<file path="src/rtl/pool_relu.sv">
// 2x2 stride-2 max pooling fused with ReLU over a conv output map held in DRAM.
// Reads four neighbours per output pixel, writes max(0, a, b, c, d) back to DRAM.
module pool_relu #(
  parameter int DATA_WIDTH = 32,
  parameter int ADDR_WIDTH = 18
) (
  input  logic                  clk,
  input  logic                  rst,
  input  logic                  enable,
  input  logic [5:0]            num_chnls,
  input  logic [5:0]            ofmap_width,
  input  logic [5:0]            ofmap_height,
  input  logic [DATA_WIDTH-1:0] data_in,
  output logic                  dram_en_rd,
  output logic [ADDR_WIDTH-1:0] addr_in,
  output logic                  dram_en_wr,
  output logic [ADDR_WIDTH-1:0] addr_out,
  output logic [DATA_WIDTH-1:0] data_out,
  output logic                  done
);

  typedef enum logic [3:0] {
    IDLE = 4'b0001,
    RD   = 4'b0010,
    WR   = 4'b0100,
    DONE = 4'b1000
  } state_t;

  localparam logic [ADDR_WIDTH-1:0] RD_BASE = ADDR_WIDTH'(18'd131072);
  localparam logic [ADDR_WIDTH-1:0] WR_BASE = ADDR_WIDTH'(18'd196608);

  function automatic logic [DATA_WIDTH-1:0] smax(input logic [DATA_WIDTH-1:0] a,
                                                  input logic [DATA_WIDTH-1:0] b);
    return ($signed(a) > $signed(b)) ? a : b;
  endfunction

  state_t                state, state_nxt;
  logic [1:0]            cnt;
  logic [4:0]            px, py;
  logic [5:0]            chnl;
  logic [5:0]            chnls_smp;
  logic [4:0]            w_half, h_half;
  logic [DATA_WIDTH-1:0] max_val;

  logic                  start_ok;
  logic [4:0]            px_max, py_max;
  logic [5:0]            chnl_max;
  logic                  px_last, py_last, chnl_last, pix_last;
  logic [4:0]            x, y;
  logic [17:0]           rd_ofs, wr_ofs;

  assign start_ok  = (num_chnls != 6'd0) && (ofmap_width >= 6'd2) && (ofmap_height >= 6'd2);
  assign px_max    = w_half - 5'd1;
  assign py_max    = h_half - 5'd1;
  assign chnl_max  = chnls_smp - 6'd1;
  assign px_last   = (px == px_max);
  assign py_last   = (py == py_max);
  assign chnl_last = (chnl == chnl_max);
  assign pix_last  = px_last && py_last && chnl_last;

  // cnt[0] selects the right column, cnt[1] the lower row of the 2x2 window
  assign x      = {px[3:0], cnt[0]};
  assign y      = {py[3:0], cnt[1]};
  assign rd_ofs = {4'd0, chnl[3:0], y, x};
  assign wr_ofs = {4'd0, chnl[3:0], py, px};

  always_ff @(posedge clk or posedge rst) begin
    if (rst) begin
      state <= IDLE;
    end else begin
      state <= state_nxt;
    end
  end

  always_comb begin
    state_nxt = state;
    case (state)
      IDLE: begin
        if (enable) begin
          state_nxt = start_ok ? RD : DONE;
        end else begin
          state_nxt = IDLE;
        end
      end
      RD: begin
        if (cnt == 2'd3) begin
          state_nxt = WR;
        end else begin
          state_nxt = RD;
        end
      end
      WR: begin
        if (pix_last) begin
          state_nxt = DONE;
        end else begin
          state_nxt = RD;
        end
      end
      DONE:    state_nxt = IDLE;
      default: state_nxt = IDLE;
    endcase
  end

  // Parameters are captured only on the start cycle so later input changes cannot disturb a run.
  always_ff @(posedge clk or posedge rst) begin
    if (rst) begin
      cnt       <= 2'd0;
      px        <= 5'd0;
      py        <= 5'd0;
      chnl      <= 6'd0;
      chnls_smp <= 6'd0;
      w_half    <= 5'd0;
      h_half    <= 5'd0;
      max_val   <= '0;
    end else begin
      case (state)
        IDLE: begin
          cnt <= 2'd0;
          if (enable) begin
            chnls_smp <= num_chnls;
            w_half    <= ofmap_width[5:1];
            h_half    <= ofmap_height[5:1];
            px        <= 5'd0;
            py        <= 5'd0;
            chnl      <= 6'd0;
            max_val   <= '0;
          end
        end
        RD: begin
          cnt <= cnt + 2'd1;
          // data_in lags the address by one cycle, so cnt 0 only seeds the ReLU floor
          if (cnt == 2'd0) begin
            max_val <= '0;
          end else begin
            max_val <= smax(max_val, data_in);
          end
        end
        WR: begin
          cnt <= 2'd0;
          if (px_last) begin
            px <= 5'd0;
            if (py_last) begin
              py   <= 5'd0;
              chnl <= chnl_last ? 6'd0 : chnl + 6'd1;
            end else begin
              py <= py + 5'd1;
            end
          end else begin
            px <= px + 5'd1;
          end
        end
        DONE: begin
          cnt <= 2'd0;
        end
        default: begin
          cnt <= 2'd0;
        end
      endcase
    end
  end

  always_comb begin
    dram_en_rd = 1'b0;
    addr_in    = '0;
    dram_en_wr = 1'b0;
    addr_out   = '0;
    data_out   = '0;
    done       = 1'b0;
    case (state)
      RD: begin
        dram_en_rd = 1'b1;
        addr_in    = RD_BASE + ADDR_WIDTH'(rd_ofs);
      end
      WR: begin
        dram_en_wr = 1'b1;
        addr_out   = WR_BASE + ADDR_WIDTH'(wr_ofs);
        data_out   = smax(max_val, data_in);
      end
      DONE:    done = 1'b1;
      default: done = 1'b0;
    endcase
  end

endmodule

</file>
<file path="config.mk">
export PLATFORM = sky130hd
export DESIGN_NAME = pool_relu
export DESIGN_NICKNAME = d
export VERILOG_FILES = /design/src/rtl/pool_relu.sv
export SDC_FILE = /design/constraint.sdc
export NUM_CORES = 1
export LEC_CHECK = 0
export CAP_MARGIN = 20
export CORE_MARGIN = 2
export CORE_UTILIZATION = 54
export CTS_BUF_LIST = sky130_fd_sc_hd__clkbuf_16
export CTS_CLUSTER_SIZE = 20
export DETAILED_ROUTE_END_ITERATION = 10
export HOLD_SLACK_MARGIN = 0.08
export PLACE_DENSITY = 0.85
export REMOVE_ABC_BUFFERS = 1
export SYNTH_ARGS = -nofsm -noshare
export SYNTH_HDL_FRONTEND = slang
export SYNTH_SLANG_ARGS = --single-unit
export TNS_END_PERCENT = 10
</file>
<file path="constraint.sdc">
create_clock -name clk -period 4.53 [get_ports clk]
set_clock_uncertainty 0.15 [all_clocks]
set_input_delay 0.6795 -clock clk [delete_from_list [all_inputs] [get_ports clk]]
set_output_delay 0.6795 -clock clk [all_outputs]
set_load 0.02 [all_outputs]
</file>
==> results of run 1 <==
==> power by group through the flow <==
| stage | combinational [W] | clock (W) | sequential (W) |
|---|---|---|---|
| after floorplan | 0.000521 | 0 | 0.000801 |
| after detailed placement | 0.000759 | 0 | 0.000825 |
| after CTS | 0.000771 | 0.000797 | 0.000816 |
| after global placement | 0.000722 | 0 | 0.000815 |
| after global routing | 0.000860 | 0.000834 | 0.000829 |
| final | 0.000770 | 0.000795 | 0.000816 |
==> worst min path at each step <==
| stage | endpoint | depth (start not counted) | slack (ns) | from |
|---|---|---|---|---|
| after floorplan | cnt[0] | 1 | 0.28 | cnt[0] |
| after global placement | cnt[0] | 1 | 0.29 | cnt[0] |
| after detailed placement | cnt[0] | 1 | 0.30 | cnt[0] |
| after CTS | cnt[0] | 1 | 0.31 | cnt[0] |
| after global routing | cnt[0] | 1 | 0.33 | cnt[0] |
| final | cnt[0] | 1 | 0.31 | cnt[0] |
==> stage by stage <==
stage / TNS (ns) / instance area (um2) / power, W
global placement: -0.337 / 6310 / 0.00154
floorplan: 0 / 4750 / 0.00132
global route: 0 / 6600 / 0.00252
finish: 0 / 6600 / 0.00238
CTS: 0 / 6600 / 0.00238
detailed placement: -1.38 / 6310 / 0.00158
==> placed cells by master (no fill, tap or decap), types with 8 or more instances in the layout <==
master and count:
clkdlybuf4s50_1 84, xnor2_1 13, clkbuf_16 9, nand3_1 43, and2_1 24, a21oi_1 47
ha_1 40, dfrtp_1 69, nor3_1 8, a22o_1 33, nor2_1 19, buf_4 24
nand4_1 8, inv_1 48, o21ai_0 48, xor2_1 9, dlygate4sd2_1 29, nand2_1 56
==> layer usage <==
| layer | share of wire [%] | up-vias |
|---|---|---|
| met5 | 0 | - |
| met4 | 2.0 | 0 |
| met3 | 7.3 | 28 |
| met2 | 51 | 204 |
| met1 | 40 | 2257 |
| li1 | - | 2273 |
==> final cells by class <==
type                    count  area (um2)  area share, %
multi-input cells         425        2820           42.7
flip-flops and latches     70        1750           26.6
repair buffers            144        1380           20.9
clock buffers               9         225           3.41
inverters                  49         184           2.79
well taps                 108         135           2.05
clock inverters             6         103           1.56
==> worst max-delay path, stage by stage <==
cell and delay [ns]:
clkdlybuf4s50_1 0.49, inv_1 0.05, ha_1 0.30, a21oi_1 0.15
o21ai_1 0.09, a221o_1 0.39, a221oi_2 0.31, o211a_2 0.29
buf_4 0.18, o21ai_1 0.06, a21oi_1 0.19, dlygate4sd2_1 0.36
==> kinds of logic after synthesis <==
logic type | Yosys count
other | 1
AO/OA/AOI/OAI | 166
adder cells (fa/ha/maj) | 40
AND/OR/NAND/NOR | 190
XOR/XNOR | 22
multiplexers | 2
flip-flops | 70
buffers and inverters | 86
==> flip-flops by register name, summed over array words and instances, names as in the netlist <==
| name | flops |
|---|---|
| chnl | 6 |
| chnls_smp | 6 |
| cnt | 2 |
| h_half | 5 |
| max_val | 32 |
| px | 5 |
| py | 5 |
| state | 4 |
| w_half | 5 |
==> what timing repair did <==
action,in CTS,in global routing
setup endpoints to repair,32,3
pin swaps,0,0
endpoints found under the hold margin,0,0
gates resized for setup,32,4
buffers inserted,0,0
cloned,0,0
==> flow_summary.toml, run 1 <==
[route]
drtIter0Drc = 216
vias = 4762
viasPerCell = 5.87
first_pass_iters = 5
drc = 0
antenna_left = 0
wl_um = 13500
wire_per_inst_um = 16.6

[critical_path]
crit_fanout = 7
worst_setup_path_end_kind = "primary output"
cp-start-kind = "primary input"
crit_required_ns = 3.70
r2r_cells = 7
endpoint = "data_out[6]"
r2r-end = "chnl[2]"
path_class = "in -> out"
crit_path_start = "data_in[7]"
r2r_slack_ns = 1.40
r2r-start = "state[0]"
cp_data_arrival_time_ns = 3.54

[logic_synthesis]
yosysTopAreaCell = "dfrtp_1"
yosysWarnings = 0
synthAdderAreaFrac_pct = 10.2
synth_top_family_by_area = "compound AO/OA/AOI/OAI gates"
synth_seq_cells = 70
synth_top_flop_cell = "dfrtp_1"
yosysTopAreaCellShare_pct = 35.1
yosysMostFrequentCell = "dfrtp_1"
synth_area_um2 = 4930
avgSynthCellArea_um2 = 8.54
synthDistinctLibCells = 59
ys_top_cells_by_area = "dfrtp_1, ha_1, a22o_1, o21ai_0, a21oi_1"
yosysSeqAreaShare_pct = 35.6
synth_xor_area_share_pct = 3.91
synth_edf_count = 0
synth_commonest_cells = "dfrtp_1, nand2_1, inv_1, o21ai_0, a21oi_1"
synth_compound_area_share_pct = 22.1
synth_mux_area_share_pct = 0.406
syn_inst = 577
async_flop_share_pct = 100
synth-simple-area-share_pct = 20.1

[pwr]
power_frac_seq_pct = 34.3
p_sw_share_pct = 33.8
p_int_w = 0.00158
powerDensity_nw_per_um2 = 361
worst_ir_drop_vdd_v = 0.000216
comb_power_share_pct = 32.4
power.switching_w = 0.000805
p_leak_nw = 3.17
pwr-share-clk_pct = 33.4

[min_path]
min_path_type = "reg -> reg"

[clock_network]
cts_inserted_buffers = 9
cts_tree = "done"
cts-root-buf = "clkbuf_16"
ctsHoldBuffers = 0
cts.htree.levels = 3
clk_pin_slew_ns = 0.05
clk_latency_ns = 0.34
cts_num_sinks = 70
cts_max_path_buffers = 2

[global_routing]
grt_pass1_vias = 4712
grt_util_met2_pct = 49.1
grt.total_usage_pct = 27.7
grt_max_degree = 44
grt.busiest_layer = "met2"
grtUsageMet3_pct = 5.20
grt_pass1_wl_um = 22200
antenna_found_initial = 0
overflow = 0
use_met1_pct = 34.2

[die]
core-area_um2 = 8760
core.rowCount = 34
dieHeight_um = 99.5
die-area_um2 = 9900
io_pins = 124
start_util_pct = 56.2
die_x_um = 99.5

[cells_and_area]
post-route-util_pct = 75.3
nNetsFinal = 792
layout.cells.non_filler = 811
drive_gt1_share_pct = 8.25
diodes = 0
syn_to_final_growth_pct = 33.9
num-fill-cells = 643

[run_status]
status = "completed"

[timing]
fmax_ghz = 0.229
finalSetupViolations = 0
post-route-min-period_ns = 4.37
timing.hold.ws_ns = 0.310
worst-slew-pin-transition_ns = 0.907
slew_viol_final = 0
post-route-period-util_pct = 96.4
finalHoldViolCount = 0
rsz0062_at_grt = "no"
post-route-worst-setup-slack_ns = 0.164
slew_headroom_pct = 39.4

[flow_run]
maxCapViolCount = 0

[place]
port_buffers = 116
dp_slack_ns = -0.105
hpwl_um = 9560
gp_congestion = 0.820
place_inst = 796
No activity file was read; power rests on OpenSTA's default activity.
==> run 2: changes to the inputs <==
- SKIP_LAST_GASP: default -> 1
==> run 2 against run 1 <==
  * The flow now finishes with violations (setup timing)
  * Sequential share of layout area down 0.18 points
  * Combinational power about the same
  * Critical endpoint is now data_out[1]
  * Maximum frequency down 6.2%
  * Clock power about the same
  * Flip-flop and latch count unchanged
  * Sequential power about the same
  * Highest routed layer unchanged
==> flow_summary.toml, run 2 (same netlist as run 1, synthesis figures left out) <==
[clock_network]
cts_num_sinks = 70
cts_tree = "done"
cts.htree.levels = 3
cts-root-buf = "clkbuf_16"
cts_setup_buffers = 0
clk_latency_ns = 0.34
clk_pin_slew_ns = 0.05
cts_max_path_buffers = 2
ctsHoldBuffers = 0
cts_inserted_buffers = 9

[critical_path]
cp_slowest_cell = "clkdlybuf4s50_1"
cp_data_arrival_time_ns = 3.83
crit_fanout = 17
crit_required_ns = 3.70
cp-start-kind = "primary input"
cpPeakStageDelay_ns = 0.64
path_class = "in -> out"
path_cells = "clkdlybuf4s50_1 > inv_1 > ha_1 > a21oi_1 > o21ai_1 > a221o_1 > a221oi_2 > o211a_2 > buf_12 > o21ai_0 > a21oi_1 > clkdlybuf4s50_1"
worst_setup_path_end_kind = "primary output"

[timing]
slew_headroom_pct = 39.8
slew_viol_final = 0
post-route-period-util_pct = 103
finalSetupViolations = 26
fmax_ghz = 0.215
post-route-worst-setup-slack_ns = -0.126
rsz0062_at_grt = "yes"
finalHoldViolCount = 0
worst-slew-pin-transition_ns = 0.902
tns_ns = -1.61
post-route-min-period_ns = 4.66

[place]
post_dp_cell_area_um2 = 6310
hpwl_um = 9560
dp_slack_ns = -0.105
gp_congestion = 0.820
port_buffers = 116

[die]
die-area_um2 = 9900
die_x_um = 99.5
io_pins = 124
start_util_pct = 56.2
core.rowCount = 34
dieHeight_um = 99.5
core-area_um2 = 8760

[flow_run]
maxCapViolCount = 0

[cells_and_area]
largest_reg_flops = 32
post-route-util_pct = 75.8
diodes = 0
fin_area_um2 = 6640
layout_common_cells = "clkdlybuf4s50_1, dfrtp_1, nand2_1, o21ai_0, inv_1"
mostFrequentLayoutCell = "clkdlybuf4s50_1"
syn_to_final_growth_pct = 34.8
drive_gt1_share_pct = 8.11
largest_register = "max_val"
reg_top3 = "max_val x32, chnl x6, chnls_smp x6"
nNetsFinal = 792

[pwr]
worst_ir_drop_vdd_v = 0.000216
p_leak_nw = 3.10
powerDensity_nw_per_um2 = 359

[global_routing]
overflow = 0
grt_pass1_wl_um = 22100
grt.total_usage_pct = 27.7
grt_max_degree = 44
antenna_found_initial = 0
grt_pass1_vias = 4697

[route]
first_pass_iters = 5
viasPerCell = 5.87
vias = 4762
drc = 0
antenna_left = 0
wire_per_inst_um = 16.6
drtIter0Drc = 179
wl_um = 13500

[run_status]
status = "complete, but fails checks"
violations = "setup timing"

[min_path]
min_path_type = "reg -> reg"
run 2: cell count changes in the layout (fill, tap and decap cells not counted):
| cell | delta |
|---|---|
| dlymetal6s2s_1 | +3 |
| clkdlybuf4s15_1 | -2 |
| clkbuf_2 | -1 |
| dlygate4sd2_1 | -26 |
| clkdlybuf4s50_1 | +26 |
run 2: path summary, 6_finish.rpt:
check | to | startpoint | depth (start not counted) | slack [ns]
max | data_out[1] | data_in[7] | 12 | -0.13
min | cnt[0] | cnt[0] | 1 | 0.31
max reg2reg | chnl[2] | state[0] | 7 | 1.37
min reg2reg | cnt[0] | cnt[0] | 1 | 0.31
max in group asynchronous | max_val[30] | rst | 3 | 2.61
min in group asynchronous | w_half[2] | rst | 2 | 0.71
run 2: routing by layer:
layer	up-vias	track usage, %	wire (um)
li1	2278	-	-
met3	20	5.13	906
met1	2303	34.2	5420
met2	161	48.9	6980
met4	0	8.96	183
met5	-	0	0
run 2: final cells by class:
cell class | count | area (um2)
Clock buffer | 9 | 225
Clock inverter | 6 | 103
Inverter | 49 | 184
Fill cell | 624 | 2120
Multi-Input combinational cell | 425 | 2820
Sequential cell | 70 | 1750
Tap cell | 108 | 135
Timing Repair Buffer | 144 | 1430
run 2: stage by stage:
stage | hold slack, ns | total power, W | instances
floorplan | 0.282 | 0.00132 | 544
global placement | 0.295 | 0.00154 | 796
detailed placement | 0.299 | 0.00158 | 796
CTS | 0.309 | 0.00238 | 811
global route | 0.332 | 0.00252 | 811
finish | 0.309 | 0.00238 | 811
run 2: what timing repair did:
action / CTS / global route
endpoints found under the hold margin: 0 / 0
gates resized for setup: 3 / 3
endpoints found under the setup margin: 32 / 30
run 2: critical path: cells and delay by family:
kind,cells,cell delay [ns]
compound gates,7,1.52
fa+ha+maj,1,0.30
buf+inv,4,1.33
run 2: power by group:
| part | total (W) | internal (W) | switching, W |
|---|---|---|---|
| Combinational | 0.000771 | 0.000322 | 0.000449 |
| Sequential | 0.000817 | 0.000725 | 0.0000917 |
| Clock | 0.000795 | 0.000530 | 0.000265 |
| Total | 0.00238 | 0.00158 | 0.000806 |
==> run 3: changes to the inputs <==
- SETUP_SLACK_MARGIN: default -> 0.3
- SLEW_MARGIN: default -> 5
==> run 3 against run 2 <==
  * The run now ends clean
  * Clock power shrank 0.5%
  * First-iteration DRC count grew 26%
  * Hold slack gained 0.00078 ns
  * Combinational power grew 2%
  * Wire length grew 3.2%
  * Flip-flop and latch count is the same
  * Via count grew 1.2%
  * Register-to-register slack gained 0.03 ns
  * Sequential share of layout area grew 0.11 points
  * Global-route usage is essentially flat
==> flow_summary.toml, run 3 (same netlist as run 1, synthesis figures left out) <==
[clock_network]
cts_inserted_buffers = 9
cts_max_path_buffers = 2
ctsHoldBuffers = 0
clk_latency_ns = 0.33
cts.htree.levels = 3
clk_pin_slew_ns = 0.05
cts_tree = "done"
cts_num_sinks = 70
cts-root-buf = "clkbuf_16"

[flow_run]
maxCapViolCount = 0

[critical_path]
crit_required_ns = 3.70
cpPeakStageDelay_ns = 0.54
path_delay_family = "buffers and inverters"
crit_fanout = 26
worst_setup_path_end_kind = "primary output"
cp_data_arrival_time_ns = 3.43
path_cells = "clkdlybuf4s50_1 > inv_1 > ha_1 > nand4_1 > a211oi_1 > a2111oi_4 > buf_4 > o211ai_2 > buf_12 > nand3_1 > a21oi_1 > buf_4"
crit_top_cell = "buf_4"
path_class = "in -> out"
cp_slowest_cell = "clkdlybuf4s50_1"
cp-start-kind = "primary input"
cp_num_buf_inv = 5

[place]
gp_congestion = 0.820
hpwl_um = 9560
place_inst = 796
port_buffers = 116

[global_routing]
grt_pass1_vias = 4703
overflow = 0
antenna_found_initial = 0
grt_pass1_wl_um = 22100
grt_max_degree = 44
grt.total_usage_pct = 27.7

[cells_and_area]
post-route-util_pct = 75.5
reg_top3 = "max_val x32, chnl x6, chnls_smp x6"
mostFrequentLayoutCell = "clkdlybuf4s50_1"
diodes = 0
drive_gt1_share_pct = 14.0
layout.cells.non_filler = 813
layout_common_cells = "clkdlybuf4s50_1, dfrtp_1, nand2_1, o21ai_0, inv_1"
nNetsFinal = 794
largest_reg_flops = 32
syn_to_final_growth_pct = 34.3
largest_register = "max_val"

[die]
die_x_um = 99.5
core.rowCount = 34
core-area_um2 = 8760
start_util_pct = 56.2
die-area_um2 = 9900
io_pins = 124
dieHeight_um = 99.5

[route]
first_pass_iters = 5
antenna_left = 0
vias = 4818
wl_um = 13900
viasPerCell = 5.93
drtIter0Drc = 226
wire_per_inst_um = 17.1
drc = 0

[timing]
post-route-period-util_pct = 94.0
finalSetupViolations = 0
rsz0062_at_grt = "no"
post-route-min-period_ns = 4.26
worst-slew-pin-transition_ns = 0.907
finalHoldViolCount = 0
slew_headroom_pct = 39.4
slew_viol_final = 0
fmax_ghz = 0.235

[pwr]
powerDensity_nw_per_um2 = 362
worst_ir_drop_vdd_v = 0.000216
p_leak_nw = 3.14

[min_path]
min_path_type = "reg -> reg"

[run_status]
status = "completed"
run 3: routing by layer:
layer	wire length, um	GRT usage, %	vias up
li1	-	-	2276
met1	5420	34.2	2294
met2	7190	49.0	215
met3	1010	5.13	33
met4	287	8.96	0
met5	0	0	-
run 3: power by group:
part | total, W | switching [W] | internal (W) | leakage [nW]
Combinational | 0.000790 | 0.000457 | 0.000333 | 2.03
Clock | 0.000791 | 0.000262 | 0.000530 | 0.164
Sequential | 0.000816 | 0.0000914 | 0.000725 | 0.946
Total | 0.00240 | 0.000810 | 0.00159 | 3.14
run 3: cell type report:
cell class / count / area [um2]
Tap cell: 108 / 135
Sequential cell: 70 / 1750
Timing Repair Buffer: 146 / 1310
Inverter: 49 / 184
Multi-Input combinational cell: 425 / 2910
Clock buffer: 9 / 225
Fill cell: 609 / 2150
Clock inverter: 6 / 103
run 3: final timing paths:
path                                    end  slack [ns]  cells past startpoint         from
worst max-delay path            data_out[0]        0.27                     12  data_in[30]
worst min-delay path                 cnt[0]        0.31                      1       cnt[0]
worst max register to register      chnl[2]        1.40                      7     state[0]
worst min register to register       cnt[0]        0.31                      1       cnt[0]
max in group asynchronous       max_val[30]        2.60                      3          rst
min in group asynchronous         w_half[2]        0.71                      2          rst
run 3: stage by stage:
step	setup slack, ns	area (um2)	setup TNS (ns)	hold slack (ns)	power (W)
4_1_cts	0.221	6610	0	0.309	0.00238
3_5_place_dp	-0.105	6310	-1.38	0.299	0.00158
5_1_grt	0.215	6610	0	0.332	0.00254
3_3_place_gp	-0.0661	6310	-0.337	0.295	0.00154
2_1_floorplan	0.564	4750	0	0.282	0.00132
6_report	0.273	6610	0	0.310	0.00240
run 3: what timing repair did:
action | in CTS | in global routing
gates resized for setup | 55 | 66
pin swaps | 3 | 6
setup endpoints to repair | 32 | 32
cloned | 0 | 1
buffers inserted | 0 | 1
